[config.mk]
export PLATFORM = sky130hd
export DESIGN_NAME = dsp_mem_wr_ctrl
export DESIGN_NICKNAME = d
export VERILOG_FILES = /design/src/rtl/dsp_mem_pkg.sv /design/src/rtl/dsp_mem_trig_edge.sv /design/src/rtl/dsp_mem_wr_ctrl.sv
export SDC_FILE = /design/constraint.sdc
export NUM_CORES = 1
export LEC_CHECK = 0
export ABC_CLOCK_PERIOD_IN_PS = 8620
export CORE_AREA = 2 2 84 102
export CTS_CLUSTER_DIAMETER = 150
export DETAILED_ROUTE_END_ITERATION = 8
export DIE_AREA = 0 0 86 104
export PLACE_DENSITY = 0.95
export SLEW_MARGIN = 40
export SYNTH_ARGS = -nofsm -noshare
export SYNTH_HDL_FRONTEND = slang
export SYNTH_SLANG_ARGS = --single-unit
[constraint.sdc]
create_clock -name i_wclk -period 8.62 [get_ports i_wclk]
set_clock_uncertainty 0.05 [all_clocks]
set_input_delay 1.724 -clock i_wclk [delete_from_list [all_inputs] [get_ports i_wclk]]
set_output_delay 1.724 -clock i_wclk [all_outputs]
set_load 0.02 [all_outputs]
[src/rtl/dsp_mem_pkg.sv]
// Shared types and defaults for the dsp_mem write/read capture controllers.

package dsp_mem_pkg;

   localparam int unsigned DEF_MEM_WIDTH = 16;
   localparam int unsigned DEF_CNT_WIDTH = 16;

   typedef enum logic [2:0] {
      IDLE    = 3'd0,
      ARMED   = 3'd1,
      DELAY   = 3'd2,
      CAPTURE = 3'd3,
      DONE    = 3'd4
   } wr_state_e;

endpackage

[src/rtl/dsp_mem_trig_edge.sv]
// Single-flop rising-edge detector; a level held high produces no further pulses.

module dsp_mem_trig_edge (
   input  logic clk,
   input  logic rst,
   input  logic sig,
   output logic rise_c
);

   logic sig_q;

   always_ff @(posedge clk or posedge rst) begin
      if (rst) begin
         sig_q <= 1'b0;
      end else begin
         sig_q <= sig;
      end
   end

   assign rise_c = sig & ~sig_q;

endmodule

[src/rtl/dsp_mem_wr_ctrl.sv]
// Write-side capture sequencer: arm, trigger, post-trigger delay, then drives the
// bank chain write-shift enable and data for exactly the latched number of words.

module dsp_mem_wr_ctrl
   import dsp_mem_pkg::*;
#(
   parameter int unsigned MemWidth = DEF_MEM_WIDTH,
   parameter int unsigned CntWidth = DEF_CNT_WIDTH
) (
   input  logic                i_wclk,
   input  logic                rst_sync_write,
   input  logic                i_arm,
   input  logic                i_trig,
   input  logic [CntWidth-1:0] i_cfg_len,
   input  logic [CntWidth-1:0] i_cfg_trig_dly,
   input  logic [MemWidth-1:0] i_dat,
   output logic                o_cfg_mode_wshift,
   output logic [MemWidth-1:0] o_dat_bank_mem,
   output logic                o_busy,
   output logic                o_done,
   output logic [CntWidth-1:0] o_word_cnt
);

   localparam logic [CntWidth-1:0] CntOne = CntWidth'(1);

   wr_state_e           state;
   wr_state_e           state_nxt;
   logic                trig_rise_c;
   logic [CntWidth-1:0] len;
   logic [CntWidth-1:0] dly;
   logic [CntWidth-1:0] dly_cnt;
   logic [CntWidth-1:0] len_nxt;
   logic [CntWidth-1:0] dly_nxt;
   logic [CntWidth-1:0] dly_cnt_nxt;
   logic [CntWidth-1:0] word_cnt_nxt;
   logic                done_nxt;
   logic                busy_nxt;
   logic                wshift_nxt;

   dsp_mem_trig_edge u_trig_edge (
      .clk    (i_wclk),
      .rst    (rst_sync_write),
      .sig    (i_trig),
      .rise_c (trig_rise_c)
   );

   // State register
   always_ff @(posedge i_wclk or posedge rst_sync_write) begin
      if (rst_sync_write) begin
         state <= IDLE;
      end else begin
         state <= state_nxt;
      end
   end

   // Next-state logic; dropping i_arm aborts any busy state
   always_comb begin
      state_nxt = state;
      case (state)
         IDLE: begin
            if (i_arm) state_nxt = ARMED;
         end
         ARMED: begin
            if (!i_arm) begin
               state_nxt = IDLE;
            end else if (trig_rise_c) begin
               if (len == '0)      state_nxt = DONE;
               else if (dly == '0) state_nxt = CAPTURE;
               else                state_nxt = DELAY;
            end
         end
         DELAY: begin
            if (!i_arm)                state_nxt = IDLE;
            else if (dly_cnt == CntOne) state_nxt = CAPTURE;
         end
         CAPTURE: begin
            if (!i_arm)                          state_nxt = IDLE;
            else if (o_word_cnt == len - CntOne) state_nxt = DONE;
         end
         DONE: begin
            if (!i_arm) state_nxt = IDLE;
         end
         default: state_nxt = IDLE;
      endcase
   end

   // Output/counter next values; config is latched on the IDLE->ARMED step
   always_comb begin
      len_nxt      = len;
      dly_nxt      = dly;
      dly_cnt_nxt  = dly_cnt;
      word_cnt_nxt = o_word_cnt;
      done_nxt     = o_done;
      case (state)
         IDLE: begin
            if (i_arm) begin
               len_nxt      = i_cfg_len;
               dly_nxt      = i_cfg_trig_dly;
               word_cnt_nxt = '0;
               done_nxt     = 1'b0;
            end
         end
         ARMED: begin
            if (i_arm && trig_rise_c) dly_cnt_nxt = dly;
         end
         DELAY: begin
            dly_cnt_nxt = dly_cnt - CntOne;
         end
         CAPTURE: begin
            if (i_arm && o_word_cnt != len) word_cnt_nxt = o_word_cnt + CntOne;
         end
         DONE: begin
            done_nxt = 1'b1;
         end
         default: begin
            done_nxt = o_done;
         end
      endcase
      wshift_nxt = (state == CAPTURE);
      busy_nxt   = (state_nxt inside {ARMED, DELAY, CAPTURE});
   end

   // Registered outputs, counters and one-stage data pipe to the bank
   always_ff @(posedge i_wclk or posedge rst_sync_write) begin
      if (rst_sync_write) begin
         len               <= '0;
         dly               <= '0;
         dly_cnt           <= '0;
         o_word_cnt        <= '0;
         o_done            <= 1'b0;
         o_busy            <= 1'b0;
         o_cfg_mode_wshift <= 1'b0;
         o_dat_bank_mem    <= '0;
      end else begin
         len               <= len_nxt;
         dly               <= dly_nxt;
         dly_cnt           <= dly_cnt_nxt;
         o_word_cnt        <= word_cnt_nxt;
         o_done            <= done_nxt;
         o_busy            <= busy_nxt;
         o_cfg_mode_wshift <= wshift_nxt;
         o_dat_bank_mem    <= i_dat;
      end
   end

endmodule

### Yosys cells after proc, flatten, opt, wreduce, memory -nomap -nowiden

Index checks and enable logic that the tools add are counted.

* add/sub/neg operators: 3
* eq/ne operators: 13
* mux-type cells: 18
* bitwise gates (word level): 2
* reductions and logical operators: 13

Operators with widths (count)
* 16-bit one-hot mux with 2 select lines: 2
* 16-bit 2-to-1 mux: 3
* 16-bit logical NOT: 2
* 16-bit by 1-bit subtractor with 16-bit output, second input constant: 2
* 3-bit 2-to-1 mux: 9
* 16-bit by 1-bit adder with 16-bit output, second input constant: 1
* 16-bit by 1-bit == test with 1-bit output, second input constant: 1
* 16-bit == test: 1
* 16-bit inequality test: 1
* 3-bit one-hot mux with 5 select lines: 1
* 3-bit by 2-bit == test with 1-bit output, second input constant: 4
* 3-bit by 1-bit == test with 1-bit output, second input constant: 2
* 2-bit AND reduction: 3
* 2-bit nonzero test: 3
* 2-bit inequality test, second input constant: 2
* 3-bit == test, second input constant: 1
* 3-bit logical NOT: 1
* 3-bit AND reduction: 1
* 3-bit nonzero test: 1
* 1-bit logical AND: 2
* 1-bit 2-to-1 mux: 2
* 2-bit by 1-bit inequality test with 1-bit output, second input constant: 1
* 1-bit one-hot mux with 2 select lines: 1
* 1-bit bitwise AND: 1
* 1-bit NOT: 1

* flip-flop bits (word level): 87
* bits of input ports: 52
* output and inout port bits: 35
* logic and storage cells: 59

### Depth between registers and ports, before layout

Gate-level depths: netlist of run 1.

* depth after elaboration: 8
* depth in mapped cells: 9
* mapped depth without buffers: 9

### Modules after synthesis

Synthesis of run 1 repeated with hierarchy kept, for this count alone.

* cells, all modules: 488
* area total of the unflattened synthesis: 4395.5 µm²

By module, submodules not included
* dsp_mem_wr_ctrl: instances 1, cells each 485, area an instance 4352.9 µm², seq. area each 2152.1 µm²
* dsp_mem_trig_edge: instances 1, cells each 3, area an instance 42.5 µm², seq. area each 25.0 µm²

### Worst setup path before layout of run 1

No wires, ideal clock.

* path kind: in2reg
* from: input port i_arm
* to: register o_word_cnt[10]
* library setup time: 132 ps
* arrival time: 3088 ps
* required time: 8438 ps
* slack: 5350 ps
* cell stages on the path: 6
* buffers on the path: 3
* cell sequence: nand2b_1 -> nor3_1 -> clkbuf_1 -> clkbuf_1 -> clkbuf_1 -> nor2_1

* longest elaborated chain between the ends: 3
* elaborated cells on any way between the ends: 4
* those cells by class: eq/ne (2); reduce/logical (2)

RTL lines
* from (decl): RTL line dsp_mem_wr_ctrl.sv:12 `input logic i_arm,`
* 1-bit logical AND: RTL line dsp_mem_wr_ctrl.sv:110 `if (i_arm && o_word_cnt != len) word_cnt_nxt = o_word_cnt + CntOne;`
* 2-bit by 1-bit inequality test with 1-bit output (no source line)
* 3-bit AND reduction (no source line) *
* to (signal assigned): RTL line dsp_mem_wr_ctrl.sv:138 `o_word_cnt <= word_cnt_nxt;`
* to (decl): RTL line dsp_mem_wr_ctrl.sv:21 `output logic [CntWidth-1:0] o_word_cnt`

Mark *: on every way between the ends. The rest lies on a longest branch, timed or not.
A chain may end at the register's enable or synchronous reset.

### Final worst setup path of run 1

* from: input port i_arm
* to: register len[6]

* longest elaborated chain between the ends: 1

RTL lines
* 2-bit AND reduction (no source line)
* to (signal assigned): RTL line dsp_mem_wr_ctrl.sv:135 `len <= len_nxt;`
* to (decl): RTL line dsp_mem_wr_ctrl.sv:29 `logic [CntWidth-1:0] len;`

Every way passes these cells.

==> results of run 1 <==
## layout make-up
type	instances	share of cell area
well taps	95	0.02162
repair buffers	90	0.1631
clock inverters	6	0.01342
flip-flops and latches	87	0.3959
inverters	9	0.006371
multi-input cells	304	0.3745
clock buffers	10	0.02503
## worst paths after layout
kind                            cells past startpoint                 to  slack (ns)
worst max-delay path                                5             len[6]        4.91
worst min-delay path                                1         dly_cnt[8]        0.47
worst max register to register                      9             o_busy        5.81
worst min register to register                      1         dly_cnt[8]        0.47
max in group asynchronous                           3            dly[13]        6.21
min in group asynchronous                           3  o_dat_bank_mem[6]        1.84
## where the power goes
group	leakage (nW)	switching, mW	internal, mW
Sequential	1.06	0.118	0.501
Clock	0.108	0.154	0.146
Combinational	0.966	0.159	0.162
Total	2.14	0.431	0.809
## cells in the mapped netlist (2+ instances only)
cell type,n
a211oi_1,5
a21oi_1,16
a311oi_1,2
a31oi_1,6
and3_1,5
buf_2,2
clkbuf_1,14
dfrtp_1,87
ha_1,4
inv_1,9
mux2_1,16
mux2_2,14
mux2i_1,2
nand2_1,32
nand2b_1,8
nand3_1,15
nand4_1,5
nand4b_1,5
nor2_1,35
nor2b_1,6
nor3_1,22
nor3b_1,5
nor4_1,11
nor4_2,2
o211ai_1,3
o21ai_0,6
o21ai_1,10
o22ai_1,3
or3_1,4
or3b_1,2
or4_1,3
xnor2_1,30
xor2_1,4
## flip-flops by register name, summed over array words and instances, names as in the netlist
name and count:
dly 16, dly_cnt 16, len 16, o_busy 1, o_cfg_mode_wshift 1, o_dat_bank_mem 16
o_done 1, o_word_cnt 16, state 3, u_trig_edge.sig_q 1
## logic make-up after synthesis
family | after synthesis | synth area share
buffers and inverters | 26 | 0.02314
AO/OA/AOI/OAI | 61 | 0.08795
XOR/XNOR | 34 | 0.06884
flip-flops | 87 | 0.5033
AND/OR/NAND/NOR | 173 | 0.2225
adder cells (fa/ha/maj) | 4 | 0.01157
multiplexers | 32 | 0.08273
## stage by stage
stage	setup WS [ns]	std cells	hold WS, ns	total power [mW]
final	4.914	601	0.4671	1.240
after global routing	4.836	601	0.4869	1.317
after CTS	4.929	601	0.4647	1.245
after detailed placement	4.571	585	0.4474	0.9409
after global placement	4.326	585	0.4436	0.9205
after floorplan	4.596	417	0.4156	0.8247
## per-layer routing
metal	up-vias	global-route usage	share of wire
li1	1667	-	-
met1	1739	0.2940	0.40
met2	142	0.4092	0.52
met3	26	0.04921	0.059
met4	0	0.09751	0.023
met5	-	0	0
==> results.py, run 1 <==
metrics = {
    "global_routing": {
        "grt_pass1_wl_um": 17220,
        "first_global_vias": 3697,
        "gr-usage-all-layers": 0.2404,
        "grt_overflow": 0,
        "grt_max_degree": 88,
        "antenna_found_initial": 0,
    },
    "routing": {
        "avgViaCountPerCell": 5.947,
        "wl_um": 10230,
        "drc": 0,
        "drt-pass1-iter-count": 5,
        "drt_iter0_drc": 186,
        "vias": 3574,
        "antenna_left": 0,
        "detail_route.wl_per_cell_um": 17.03,
    },
    "yosys": {
        "synth_warnings": 0,
        "synth.largest_area_cell": "dfrtp_1",
        "synth.area.top_cells": "dfrtp_1 (50%), xnor2_1 (6.1%), mux2_1 (4.2%)",
        "avgSynthCellArea_um2": 10.37,
        "yosysTopAreaCellShare": 0.5033,
        "synth-edff-count": 0,
        "syn_area_mm2": 0.004325,
        "async_reset_ff_frac": 1.000,
        "yosysUniqueCellTypes": 57,
        "synth_nets": 473,
        "ys_ff_latch": 87,
        "synth-main-ff-cell": "dfrtp_1",
        "yosysSeqAreaShare": 0.5033,
        "synth_cells": 417,
    },
    "cts": {
        "numCtsBuffers": 9,
        "clk_latency_ns": 0.36,
        "cts_tree": "yes",
        "clock_path_buffers": 2,
        "holdBufCountCts": 0,
        "clk_pin_slew_ns": 0.09,
        "cts_resized": 0,
        "cts_setup_buffers": 0,
        "root_buffer": "clkbuf_8",
        "cts-htree-levels": 3,
        "cts_sinks": 87,
    },
    "job": {
        "cap_viol_max_count": 0,
    },
    "floorplan": {
        "die_h_um": 104,
        "core.rowCount": 36,
        "die_x_um": 86,
        "fp.coreArea_mm2": 0.007973,
        "start_util": 0.5425,
        "num_io_pins": 87,
        "die-area_mm2": 0.008944,
    },
    "placement": {
        "hpwl_um": 7360,
        "routabilityCongestion": 0.9245,
        "placed_area_mm2": 0.005285,
        "portBuffers": 86,
    },
    "worst_setup_path": {
        "crit_chain": "clkdlybuf4s50_1 -> nand2b_1 -> nor3_4 -> buf_4 -> mux2_2",
        "max_stage_delay_ns": 0.59,
        "r2r_start": "len[0]",
        "crit_type": "input port to flip-flop",
        "crit_fanout": 32,
        "crit_required_ns": 8.81,
        "crit_start": "i_arm",
        "cp.buffers_inverters": 2,
        "crit_family": "buffers and inverters",
        "cp.arrival_ns": 3.90,
        "cp-end-kind": "flip-flop",
        "cp_slowest_cell": "nor3_4",
        "critPathLaunchType": "input port",
    },
    "final_layout": {
        "regArea_mm2": 0.002177,
        "insertedDiodeCount": 0,
        "final_core_util": 0.6897,
        "fillCellCount": 603,
        "area_growth_pct": 27.13,
        "final_area_mm2": 0.005499,
        "drive_gt1_frac": 0.08696,
        "layout_common_cells": "dfrtp_1 (87), clkdlybuf4s50_1 (86), nor2_1 (35)",
        "nets": 557,
        "multi_input_area_mm2": 0.002059,
        "final_common_cell": "dfrtp_1",
    },
    "sta": {
        "final-hold-violation-count": 0,
        "max_slew_margin": 0.5058,
        "min_period_ns": 3.706,
        "maxSlewViolCount": 0,
        "fin_crit_sh": 0.4299,
        "tightestPinTransition_ns": 0.7389,
        "finalSetupViolCount": 0,
        "final.setup.tns_ns": 0,
        "rsz0062_at_grt": "no",
        "max_freq_ghz": 0.2698,
    },
    "status": {
        "status": "completed",
    },
    "worst_hold_path": {
        "min_from": "dly_cnt[8]",
        "min_path_type": "flip-flop to flip-flop",
    },
    "pwr": {
        "leakage_nw": 2.137,
        "max-vdd-ir-drop_mv": 0.1163,
        "powerDensity_mw_per_mm2": 225.5,
    },
}
Power figures use the tool's default switching activity.
==> run 2, diff against run 1 <==
ABC_CLOCK_PERIOD_IN_PS = 3600   (was 8620)
CORE_AREA = 2 2 87 105   (was 2 2 84 102)
DIE_AREA = 0 0 89 107   (was 0 0 86 104)
PLACE_DENSITY = 0.9   (was 0.95)
clock period = 3.6 ns   (was 8.62 ns; I/O delays follow)
==> run 2 against run 1 <==
Sequential cell count unchanged. Wire length grew 0.50%. Die area rose by 6.5%. First-iteration DRC count increased by 3.2%. Clock-buffer cell count unchanged. Sequential share of layout area down 0.13 points. Combinational power is 140% higher. Via count grew 0.84%. Clock power grew 130%. Hold slack worse by 0.0046 ns. Utilization is 4.2 points lower. Setup slack worse by 4.2 ns. Largest power group unchanged. Highest routed layer unchanged.
==> results.py, run 2 (synthesized netlist as in run 1, its figures left out) <==
metrics = {
    "status": {
        "status": "completed",
    },
    "sta": {
        "holdWs_ns": 0.4625,
        "final-hold-violation-count": 0,
        "finalSetupViolCount": 0,
        "maxSlewViolCount": 0,
        "min_period_ns": 2.927,
        "fin_crit_sh": 0.8132,
        "max_freq_ghz": 0.3416,
        "max_slew_margin": 0.5618,
        "final.setup.tns_ns": 0,
        "rsz0062_at_grt": "no",
        "tightestPinTransition_ns": 0.6555,
    },
    "floorplan": {
        "die_h_um": 107,
        "fp.coreArea_mm2": 0.008518,
        "die-area_mm2": 0.009523,
        "num_io_pins": 87,
        "core.rowCount": 37,
        "die_x_um": 89,
        "start_util": 0.5078,
    },
    "routing": {
        "antenna_left": 0,
        "drc": 0,
        "detail_route.wl_per_cell_um": 16.48,
        "avgViaCountPerCell": 5.776,
        "drt-pass1-iter-count": 5,
        "wl_um": 10290,
        "drt_iter0_drc": 192,
        "vias": 3604,
    },
    "placement": {
        "portBuffers": 86,
        "routabilityCongestion": 0.8889,
        "hpwl_um": 7519,
    },
    "global_routing": {
        "grt_overflow": 0,
        "first_global_vias": 3700,
        "grt_pass1_wl_um": 17200,
        "gr-usage-all-layers": 0.2328,
        "antenna_found_initial": 0,
        "use_met1": 0.2830,
        "busiest_layer": "met2",
        "grt_max_degree": 88,
        "grt.met3_usage": 0.06236,
        "grt.met2_usage": 0.3833,
    },
    "worst_setup_path": {
        "cp_slowest_cell": "dfrtp_1",
        "crit_type": "flip-flop to flip-flop",
        "crit_required_ns": 3.80,
        "cp-end-kind": "flip-flop",
        "crit_fanout": 14,
        "cp.arrival_ns": 3.13,
        "max_stage_delay_ns": 0.59,
        "critPathLaunchType": "flip-flop",
        "crit_chain": "and3b_1 -> nand4_1 -> or4_1 -> o21ai_1 -> buf_4 -> nor3_1 -> xnor2_1 -> nor2_1",
    },
    "cts": {
        "holdBufCountCts": 0,
        "cts_tree": "yes",
        "cts_resized": 0,
        "clk_pin_slew_ns": 0.09,
        "clock_path_buffers": 2,
        "cts_sinks": 87,
        "root_buffer": "clkbuf_8",
        "cts-htree-levels": 3,
        "clk_latency_ns": 0.37,
        "numCtsBuffers": 9,
        "cts_setup_buffers": 0,
    },
    "pwr": {
        "powerDensity_mw_per_mm2": 531.9,
        "leakage_nw": 2.130,
        "max-vdd-ir-drop_mv": 0.2999,
        "power_mw": 2.935,
    },
    "final_layout": {
        "final_common_cell": "dfrtp_1",
        "layout_common_cells": "dfrtp_1 (87), clkdlybuf4s50_1 (86), nor2_1 (35)",
        "insertedDiodeCount": 0,
        "area_growth_pct": 27.57,
        "nets": 558,
        "drive_gt1_frac": 0.08679,
    },
    "job": {
        "cap_viol_max_count": 0,
    },
    "worst_hold_path": {
        "min_path_type": "flip-flop to flip-flop",
    },
}
run 2: cell types whose count changed in the layout (fill, tap and decap cells not counted), sizes merged:
cell,change
buf,+2
clkbuf,-1
clkinv,-1
clkinvlp,+2
inv,-1
run 2: routing by layer:
layer  wire, um  vias up
met2       5138      154
met3        663       28
li1           -     1677
met1       4174     1745
met4        308        0
met5          0        -
run 2: worst paths after layout:
path,slack (ns),depth (start not counted),from,end
min in group asynchronous,0.72,3,rst_sync_write,o_dat_bank_mem[11]
hold / removal,0.46,1,o_done,o_done
hold reg to reg,0.46,1,o_done,o_done
setup / recovery,0.67,8,state[1],o_word_cnt[7]
max in group asynchronous,2.44,3,rst_sync_write,o_cfg_mode_wshift
setup reg to reg,0.67,8,state[1],o_word_cnt[7]
run 2: cell type report:
type | instances | area [um^2]
clock inverter | 6 | 67.56
clock buffer | 10 | 127.6
inverter | 9 | 35.03
multi-input combinational | 304 | 2053
sequential | 87 | 2177
tap | 117 | 146.4
timing repair buffer | 91 | 910.9
fill | 700 | 3000
run 2: report_power, final:
part           switching (mW)  internal (mW)
Clock                   0.355          0.324
Combinational           0.380          0.389
Sequential              0.287           1.20
run 2: per-stage QoR:
stage                     cell area (um^2)  utilization  cells  worst slack (ns)
after floorplan                       4325            -    417            0.5798
after global placement                5323       0.6249    608            0.7824
after detailed placement              5323       0.6249    608            0.7168
after CTS                             5518       0.6478    624            0.7083
after global routing                  5518       0.6478    624            0.5191
final                                 5518       0.6478    624            0.6726
run 2: worst max-delay path: cells and delay by family (launching register included):
family	cells	cell delay [ns]
compound gates	1	0.53
simple gates	5	1.19
buf+inv	1	0.29
flops	1	0.59
xor+xnor	1	0.15
==> run 3, diff against run 2 <==
ABC_CLOCK_PERIOD_IN_PS = 2700   (was 3600)
clock period = 2.7 ns   (was 3.6 ns; I/O delays follow)
==> run 3 against run 2 <==
Non-clock buffer count up 10. Total power up 37%. Global-route usage about the same. Cell count up 1.6%. Sequential power up 33%. Via count up 0.78%. First-iteration DRC count up 2.1%. Wire length up 0.26%. Sequential cell count unchanged. Hold slack better by 0.018 ns. Sequential share of layout area down 0.92 points. Fmax up 18%. Critical endpoint is now o_busy. Highest routed layer unchanged.
==> results.py, run 3 (synthesized netlist as in run 1, its figures left out) <==
metrics = {
    "status": {
        "status": "completed",
    },
    "job": {
        "cap_viol_max_count": 0,
    },
    "global_routing": {
        "grt_max_degree": 33,
        "first_global_vias": 3728,
        "antenna_found_initial": 0,
        "grt_overflow": 0,
        "grt.met2_usage": 0.3902,
        "busiest_layer": "met2",
        "grt.met3_usage": 0.05466,
        "grt_pass1_wl_um": 17420,
        "gr-usage-all-layers": 0.2325,
        "use_met1": 0.2934,
    },
    "placement": {
        "portBuffers": 86,
        "place_ws_ns": 0.1018,
        "hpwl_um": 7733,
        "routabilityCongestion": 0.9298,
    },
    "sta": {
        "max_slew_margin": 0.5346,
        "fin_crit_sh": 0.9208,
        "max_freq_ghz": 0.4022,
        "final.setup.tns_ns": 0,
        "min_period_ns": 2.486,
        "rsz0062_at_grt": "no",
        "maxSlewViolCount": 0,
        "finalSetupViolCount": 0,
        "setup_ws_ns": 0.2140,
        "final-hold-violation-count": 0,
        "tightestPinTransition_ns": 0.6966,
    },
    "routing": {
        "detail_route.wl_per_cell_um": 16.26,
        "wl_um": 10310,
        "avgViaCountPerCell": 5.729,
        "drt_iter0_drc": 196,
        "drc": 0,
        "vias": 3632,
        "drt-pass1-iter-count": 4,
        "antenna_left": 0,
    },
    "pwr": {
        "max-vdd-ir-drop_mv": 0.3535,
        "powerDensity_mw_per_mm2": 713.9,
        "leakage_nw": 2.204,
    },
    "final_layout": {
        "nets": 568,
        "layout_common_cells": "dfrtp_1 (87), clkdlybuf4s50_1 (86), nor2_1 (35)",
        "fillCellCount": 671,
        "area_growth_pct": 30.60,
        "drive_gt1_frac": 0.1064,
        "insertedDiodeCount": 0,
        "final_common_cell": "dfrtp_1",
    },
    "cts": {
        "cts_sinks": 87,
        "cts_setup_buffers": 0,
        "cts_tree": "yes",
        "numCtsBuffers": 9,
        "cts-htree-levels": 3,
        "clk_pin_slew_ns": 0.09,
        "root_buffer": "clkbuf_8",
        "clk_latency_ns": 0.36,
        "holdBufCountCts": 0,
        "clock_path_buffers": 2,
        "cts_resized": 0,
    },
    "floorplan": {
        "die-area_mm2": 0.009523,
        "fp.coreArea_mm2": 0.008518,
        "start_util": 0.5078,
        "die_h_um": 107,
        "core.rowCount": 37,
        "num_io_pins": 87,
        "die_x_um": 89,
    },
    "worst_hold_path": {
        "holdPathStages": 2,
        "hold_path_end": "dly_cnt[13]",
        "min_path_type": "flip-flop to flip-flop",
        "min_from": "dly[13]",
    },
    "worst_setup_path": {
        "reg2reg_to": "o_busy",
        "crit_required_ns": 2.87,
        "cp-end-kind": "flip-flop",
        "critPathLaunchType": "flip-flop",
        "crit_fanout": 6,
        "r2r_start": "len[5]",
        "ff2ff_path_depth": 7,
        "cp.arrival_ns": 2.65,
        "crit_type": "flip-flop to flip-flop",
        "regToRegSetupSlack_ns": 0.21,
    },
}
-- run 3: cell types whose count changed in the layout (fill, tap and decap cells not counted), sizes merged --
cell and delta:
buf +10, bufinv +1, clkinvlp -1
-- run 3: worst max path at each step --
stage	startpoint	endpoint	slack, ns	cells after the start
global route	state[0]	dly_cnt[15]	0.02	7
floorplan	len[0]	o_busy	0.37	9
finish	len[5]	o_busy	0.21	7
detailed placement	i_arm	dly_cnt[13]	0.10	7
global placement	len[0]	o_busy	0.21	9
CTS	len[0]	o_busy	0.12	9
-- run 3: routing by layer --
metal	vias to the layer above	part of all wire	wire [um]
li1	1694	-	-
met1	1809	0.41	4256
met2	110	0.52	5371
met3	19	0.048	494
met4	0	0.018	189
met5	-	0	0
-- run 3: layout make-up --
type                            count  area [um^2]  area share
Clock buffer                       10        127.6     0.02259
Clock inverter                      6        91.34     0.01617
Inverter                            9        37.54    0.006645
Multi-Input combinational cell    304         2058      0.3643
Sequential cell                    87         2177      0.3854
Tap cell                          117        146.4     0.02591
Timing Repair Buffer              101         1011      0.1790
-- run 3: per-stage QoR --
stage                       util  power, mW  instances  instance area [um^2]  hold WS (ns)
after global placement    0.6369      2.976        618                  5425        0.4485
final                     0.6632      4.033        634                  5649        0.4808
after CTS                 0.6626      4.048        634                  5644        0.4704
after floorplan                -      2.633        417                  4329        0.4156
after global routing      0.6632      4.271        634                  5649        0.4970
after detailed placement  0.6369      3.037        618                  5425        0.4573
-- run 3: where the power goes --
part | internal [mW] | switching [mW] | leakage (nW)
clock network | 0.528 | 0.477 | 0.111
registers | 1.60 | 0.377 | 1.06
logic | 0.537 | 0.514 | 1.03
total | 2.66 | 1.37 | 2.20
-- run 3: critical path, cell delays in order (launching register included) --
cell      delay (ns)
dfrtp_1         0.47
nor4_2          0.48
nand4b_1        0.17
or4_1           0.58
and3_1          0.20
o21ai_1         0.20
and2b_1         0.16
a41oi_1         0.04
